### config.mk
export PLATFORM = sky130hd
export DESIGN_NAME = stall_mem_responder
export DESIGN_NICKNAME = d
export VERILOG_FILES = /design/src/rtl/stall_mem_responder.sv
export SDC_FILE = /design/constraint.sdc
export NUM_CORES = 2
export LEC_CHECK = 0
export CAP_MARGIN = 30
export CORE_MARGIN = 2
export CORE_UTILIZATION = 52
export DETAILED_ROUTE_END_ITERATION = 7
export PLACE_DENSITY_LB_ADDON = 0.25
export SLEW_MARGIN = 20
export SYNTH_ARGS = -nofsm -noshare
export SYNTH_HDL_FRONTEND = slang
export SYNTH_SLANG_ARGS = --single-unit
export TNS_END_PERCENT = 100
### constraint.sdc
create_clock -name clk -period 8.6 [get_ports clk]
set_input_delay 2.15 -clock clk [delete_from_list [all_inputs] [get_ports clk]]
set_output_delay 2.15 -clock clk [all_outputs]
set_load 0.005 [all_outputs]
### src/rtl/stall_mem_responder.sv
// Stalling single-port word memory responder: accepts one read or write at a time,
// holds the initiator for LATENCY cycles and pulses Done when the access completes.
module stall_mem_responder #(
  parameter int ADDR_W  = 8,
  parameter int LATENCY = 4
) (
  input  logic        clk,
  input  logic        rst,
  input  logic        Rd,
  input  logic        Wr,
  input  logic [15:0] Addr,
  input  logic [15:0] DataIn,
  output logic [15:0] DataOut,
  output logic        Stall,
  output logic        Done,
  output logic        err
);

  typedef enum logic [1:0] {StIdle, StBusy, StDone} state_e;

  localparam logic [3:0] CntLoad = (LATENCY > 1) ? 4'(LATENCY - 2) : 4'd0;

  state_e              state_q, state_d;
  logic [3:0]          cnt_q, cnt_d;
  logic [ADDR_W-1:0]   addr_q, addr_d;
  logic [15:0]         data_q, data_d;
  logic                rd_q, rd_d;
  logic [15:0]         mem_q [2**ADDR_W];

  logic can_accept;
  logic accept;
  logic unused_addr;

  // Upper address bits wrap silently; the reduction keeps lint quiet about them.
  assign unused_addr = ^Addr;

  assign can_accept = (state_q != StBusy) & ~rst;
  assign accept     = can_accept & (Rd ^ Wr) & ~Addr[0];
  assign err        = can_accept & ((Rd & Wr) | ((Rd | Wr) & Addr[0]));
  assign Stall      = (state_q == StBusy) | accept;
  assign Done       = (state_q == StDone);
  assign DataOut    = (Done && rd_q) ? mem_q[addr_q] : 16'h0000;

  always_comb begin
    state_d = state_q;
    cnt_d   = cnt_q;
    addr_d  = addr_q;
    data_d  = data_q;
    rd_d    = rd_q;
    unique case (state_q)
      StIdle, StDone: begin
        state_d = StIdle;
        if (accept) begin
          addr_d = Addr[ADDR_W:1];
          data_d = DataIn;
          rd_d   = Rd;
          if (LATENCY > 1) begin
            cnt_d   = CntLoad;
            state_d = StBusy;
          end else begin
            state_d = StDone;
          end
        end
      end
      StBusy: begin
        if (cnt_q == 4'd0) begin
          state_d = StDone;
        end else begin
          cnt_d = cnt_q - 4'd1;
        end
      end
      default: state_d = StIdle;
    endcase
  end

  always_ff @(posedge clk or posedge rst) begin
    if (rst) begin
      state_q <= StIdle;
      cnt_q   <= 4'd0;
      addr_q  <= '0;
      data_q  <= 16'h0000;
      rd_q    <= 1'b0;
    end else begin
      state_q <= state_d;
      cnt_q   <= cnt_d;
      addr_q  <= addr_d;
      data_q  <= data_d;
      rd_q    <= rd_d;
    end
  end

  // Writes commit on the edge that ends DONE; reset forces IDLE first, aborting them.
  always_ff @(posedge clk) begin
    if (state_q == StDone && !rd_q) begin
      mem_q[addr_q] <= data_q;
    end
  end

endmodule

Word level (Yosys, flattened, before mapping) --
Memory sizes are Yosys's and may differ from the RTL's. Index checks and enable logic that the tools add are counted. W data, S select, Z words.
Operators by class: bitwise logic cells 12, add/subtract/negate cells 1, reductions and logical operators 9, equal/unequal tests 6, muxes and demuxes 9
Operators with widths (number):
- $mux W16 | 1
- $mux W4 | 2
- $pmux W4 S2 | 1
- $and A1 B1 Y1 | 6
- $logic_not A4 Y1 | 1
- $ne A2 B1 Y1 const B | 2
- $ne A2 B2 Y1 const B | 2
- $pmux W2 S2 | 1
- $sub A4 B1 Y4 const B | 1
- $mux W1 | 3
- $or A1 B1 Y1 | 3
- $reduce_and A3 Y1 | 1
- $eq A2 B1 Y1 const B | 1
- $eq A2 B2 Y1 const B | 1
- $logic_and A1 B1 Y1 | 2
- $logic_not A2 Y1 | 1
- $mux W2 | 1
- $not A1 Y1 | 2
- $reduce_and A2 Y1 | 1
- $reduce_bool A2 Y1 | 1
- $reduce_or A2 Y1 | 1
- $logic_not A1 Y1 | 1
- $xor A1 B1 Y1 | 1
Storage, ports and cells: bits in writable memories 4096, word-level logic and storage cells 43, memories 1, input port bits 36, register bits 31, output and inout port bits 19
Memory list:
- mem_q | words 256, width 16, read ports 1, clocked after memory_dff 0, wr ports 1, line 28 | logic [15:0] mem_q [2**ADDR_W];

Longest topological paths before layout --
depth in word-level cells 6, depth in mapped cells 14, depth with buffers taken out 7

Least setup slack after synthesis --
OpenSTA, ideal clock, no wires.
path type input to output, start input port Rd, end output port err, arrival time 2640 ps, cell stages on the path 5, data required time 6450 ps, path buffers 0, setup slack 3810 ps, cell sequence inv_1 ha_1 inv_1 a21oi_1 nor3_1
On the way: longest elaborated chain between the ends 4, elaborated cells on any way between the ends 5, classes of those cells bitwise: 5
RTL lines:
- start, declared | line 9 | input logic Rd,
- $or A1 B1 Y1 | line 39 | assign err = can_accept & ((Rd & Wr) | ((Rd | Wr) & Addr[0]));
- $and A1 B1 Y1 | line 39
- $or A1 B1 Y1 (*) | line 39
- $and A1 B1 Y1 (*) | line 39
- end, declared | line 16 | output logic err
Every way passes the cells marked *; elsewhere a longest branch is shown, timed or not.

Final worst setup path --
start register addr_q[5], end output port DataOut[4]
On the way: longest elaborated chain between the ends 2
RTL lines:
- start, declared | line 25 | logic [ADDR_W-1:0] addr_q, addr_d;
- start signal, assigned | line 86 | addr_q <= addr_d;
- $mem_v2 Z256 W16
- $mux W16 | line 42 | assign DataOut = (Done && rd_q) ? mem_q[addr_q] : 16'h0000;
- end, declared | line 13 | output logic [15:0] DataOut,
Every way passes these cells.

==> flow_results.org <==
** STA
- Final setup violation count :: 0
- Post-layout min period :: 8355 ps
- Setup repair after global routing left no endpoint under its margin.
- Number of hold violations in the final report :: 0
- Setup skew after layout :: 87.61 ps
- Setup tns final :: 0 ps
- The final count of pins violating max slew is 0.
- Minimum setup slack in the final design :: 245.4 ps
- For the pin with the worst max-slew slack, the measured transition is 1298 ps.
- Final clock period utilization by the worst path :: 0.9715
- Maximum clock frequency :: 119.7 MHz
- Max_slew headroom :: 0.1349

** Setup path
- Worst EP required :: 6450 ps
- The startpoint identified for the worst register-to-register timing path is addr_q[0].
- The critical path starts at addr_q[5].
- Critical path arrival :: 6200 ps
- The critical path goes through buf_4 -> nand4bb_4 -> o22ai_1 -> or4_1 -> a21oi_1 -> nand3_1 -> a22oi_1 -> nand4bb_1 -> clkdlybuf4s50_1.
- Worst stage delay on the critical path :: 820 ps
- STA classifies the critical path endpoint as an output port.
- Counting both buffers and inverters, the worst setup path holds a total of 2.
- Kind of launch point of the worst setup path :: flop
- Critical R2R Capture :: mem_q[185][9]
- Worst setup path endpoint :: DataOut[4]
- The critical path is of the flop to output port type.
- Highest fanout seen on the critical path :: 38
- Setup slack on the worst flop-to-flop path :: 4070 ps
- For the worst flop-to-flop path, the logic depth is 8.
- Among cell families on the critical path, the largest total delay comes from simple AND/OR/NAND/NOR gates.
- Among all stages on the critical path, the largest delay is contributed by sky130_fd_sc_hd__dfrtp_1.
- Logic depth of the worst path, buffers included :: 9

** Logic synthesis
- Leading area contributor after synthesis :: sky130_fd_sc_hd__edfxtp_1
- Ranked by total cell area, the synthesized netlist is headed by sky130_fd_sc_hd__edfxtp_1 78%, sky130_fd_sc_hd__mux4_2 7.8%, sky130_fd_sc_hd__mux2i_1 6.0%, sky130_fd_sc_hd__a22oi_1 1.1%, sky130_fd_sc_hd__o22ai_1 1.0%.
- Net Count, Synth :: 7807
- Counting flops with an async set or reset pin after synthesis yields a share of 0.007512.
- Flip-flop and latch count after synthesis :: 4127
- Yosys mapped a number of flops with a built-in enable equal to 4096.
- In the synthesized netlist the dominant register cell turns out to be sky130_fd_sc_hd__edfxtp_1.
- Of the post-synthesis cell area, the dominant cell type holds 0.7782.
- Part of the Yosys area used for sequential elements :: 0.7831
- Commonest cells in the synthesized netlist :: 4096 x sky130_fd_sc_hd__edfxtp_1, 944 x sky130_fd_sc_hd__mux2i_1, 544 x sky130_fd_sc_hd__mux4_2, 294 x sky130_fd_sc_hd__nor2_1, 256 x sky130_fd_sc_hd__o22ai_1
- Cell with the most instances after synthesis :: sky130_fd_sc_hd__edfxtp_1
- In this run the mean area of a mapped cell was 20.35 sq um.
- Yosys printed 0 warnings.
- Mapped cell area :: 0.1581 sq mm
- In this run, distinct cell masters in the synthesized netlist total 49.
- Cell count after synthesis :: 7768

** Die
- The core region is 0.3025 sq mm.
- The die is 555.3 um tall.
- Number of placement rows :: 202
- Initial Utilization :: 0.5225
- The die covers 0.3084 sq mm.
- Pin placement for this block handled 55 I/O pins.
- Die Width :: 555.3 um

** CTS
- Maximum clock path buffer count :: 4
- Post-CTS setup-driven buffer insertion count :: 0
- CTS resizes :: 0
- The H-tree generated during clock tree synthesis spans 5 levels.
- Number of clock buffers inserted by TritonCTS :: 404
- Clock Sink Count :: 4127
- The cell sitting at the root of the clock tree is a sky130_fd_sc_hd__clkbuf_16.
- For this design, the CTS-stage hold fixing added 0 buffers.
- Clock transition time at the flip-flop clock pins of the worst setup and hold paths :: 60 ps
- CTS tree :: yes
- Clock latency on the worst-skew pair, taken at its later pin, is 940 ps.

** Placed design
- Before CTS, the worst setup slack after placement is 1281 ps.
- Input and output buffers added on the ports amount to 47.
- Once placement completed, the tool counted placed cells totaling 11780.
- The congestion estimate from routability-driven global placement came to 0.8699.
- Dpl hpwl :: 232.3 mm

** Route
- Via count :: 79380
- The pre-antenna-repair detailed-routing pass consisted of 6 iterations.
- After detailed routing, the number of remaining DRC violations is 0.
- Via-to-Cell Ratio :: 6.334
- In this run, the number of DRC markers left after iteration 0 of detailed routing was 9755.
- In this run the remaining antenna-violating nets after routing total 0.
- Post-detailed-route wirelength per cell :: 31.45 um
- Total length of routed wires :: 394.2 mm

** Cells and area
- Non-filler instance count after layout :: 12530
- The area growth from synthesis to layout is 13.26%.
- Of the cells placed in the final design, the portion with a size suffix greater than 1 is 0.1949.
- For this run, the share of the core covered by cells in the final layout is 0.5918.
- At the end of the flow, the number of nets in the layout was 8264.
- Total of fill cells in the finished design :: 21320

** GRT
- The via count of the first global-routing pass is 77760.
- Number of antenna violations at the first check in global routing :: 12
- Global-route total usage across every layer :: 0.2530
- Entering global routing, the biggest net connects 216 pins.
- For this run the aggregate overflow at the end of global routing stands at 0.
- Global-route wire length before repair :: 561.7 mm

** Power
- VDD sags by at most 0.3239 mV.
- Pleak :: 57.82 nW
- In this run the power density over the cells is 330.5 mW/mm^2.
- Power Total :: 59.17 mW

** Flow run
- Number of maximum-capacitance violations :: 0

** Hold path
- The worst hold path belongs to the class flop to flop.

** Outcome
- Result of the run :: complete, no violations
worst reg2reg max path, cell delays in order (launching register included):
cell,delay [ps]
sky130_fd_sc_hd__dfrtp_4,920
sky130_fd_sc_hd__buf_4,270
sky130_fd_sc_hd__buf_4,530
sky130_fd_sc_hd__nand2_1,130
sky130_fd_sc_hd__nor2_1,310
sky130_fd_sc_hd__nand2_1,570
sky130_fd_sc_hd__buf_4,510
sky130_fd_sc_hd__nor2_1,630
sky130_fd_sc_hd__buf_4,330
metrics by stage:
step / area (sq um) / hold slack, ps
after floorplan: 158100 / 472.8
after global placement: 165200 / 487.7
after detailed placement: 165700 / 515.2
after CTS: 178700 / 523.6
after global routing: 179000 / 539.6
final: 179000 / 525.6
logic make-up after synthesis:
kind of cell             Yosys count  synth area share
AND/OR/NAND/NOR                  741           0.02260
buffers and inverters            466           0.01472
adder cells (fa/ha/maj)            3         0.0002375
multiplexers                    1512            0.1390
flip-flops                      4127            0.7831
AO/OA/AOI/OAI                    917           0.04027
XOR/XNOR                           2         0.0001108
metal layers:
layer | global-route usage | share of wire
met4 | 0.09656 | 0.042
met5 | 0 | 0.00010
met3 | 0.04044 | 0.080
met1 | 0.3522 | 0.39
met2 | 0.4054 | 0.48
sequential cells by signal (all words and copies together) (netlist names):
| signal | cells |
|---|---|
| addr_q | 8 |
| state_q | 2 |
| rd_q | 1 |
| cnt_q | 4 |
| data_q | 16 |
| mem_q | 4096 |
layout by cell type (no fill, tap or decap), types with 48 or more instances in the layout:
cell type,instances
sky130_fd_sc_hd__edfxtp_1,4096
sky130_fd_sc_hd__mux2i_1,944
sky130_fd_sc_hd__mux4_2,544
sky130_fd_sc_hd__clkbuf_16,407
sky130_fd_sc_hd__buf_4,373
sky130_fd_sc_hd__nor2_1,259
sky130_fd_sc_hd__o22ai_1,256
sky130_fd_sc_hd__a22oi_1,235
sky130_fd_sc_hd__nand2_1,149
sky130_fd_sc_hd__a221oi_1,143
sky130_fd_sc_hd__clkinv_1,99
sky130_fd_sc_hd__a21oi_1,86
sky130_fd_sc_hd__nand3_1,85
sky130_fd_sc_hd__o21ai_0,82
sky130_fd_sc_hd__clkbuf_1,79
sky130_fd_sc_hd__clkinv_2,64
sky130_fd_sc_hd__nand4_1,49
sky130_fd_sc_hd__or4_1,48
sky130_fd_sc_hd__buf_12,48
layout make-up:
| cell class | instances | area (sq um) | share of cell area |
|---|---|---|---|
| Clock buffer | 486 | 10480 | 0.05855 |
| Clock inverter | 245 | 2516 | 0.01405 |
| Inverter | 9 | 35.03 | 0.0001957 |
| Multi-Input combinational cell | 3175 | 32220 | 0.1800 |
| Timing Repair Buffer | 508 | 4938 | 0.02759 |
| Tap cell | 3978 | 4977 | 0.02780 |
| Antenna cell | 5 | 12.51 | 0.00006989 |
| Sequential cell | 4127 | 123800 | 0.6918 |
power by group:
group | internal [mW] | total [mW] | switching (mW)
combinational | 5.28 | 15.7 | 10.5
sequential | 25.2 | 26.0 | 0.805
clock | 10.0 | 17.4 | 7.38
total | 40.5 | 59.2 | 18.6
how the worst min path moves through the flow:
| stage | endpoint | slack (ps) | cells past startpoint | from |
|---|---|---|---|---|
| 2_1_floorplan | cnt_q[0] | 470 | 1 | cnt_q[0] |
| 3_3_place_gp | cnt_q[0] | 490 | 1 | cnt_q[0] |
| 3_5_place_dp | cnt_q[0] | 520 | 1 | cnt_q[0] |
| 4_1_cts | cnt_q[0] | 520 | 1 | cnt_q[0] |
| 5_1_grt | cnt_q[0] | 540 | 1 | cnt_q[0] |
| 6_report | cnt_q[0] | 530 | 1 | cnt_q[0] |
No activity file was read; power rests on OpenSTA's default activity.
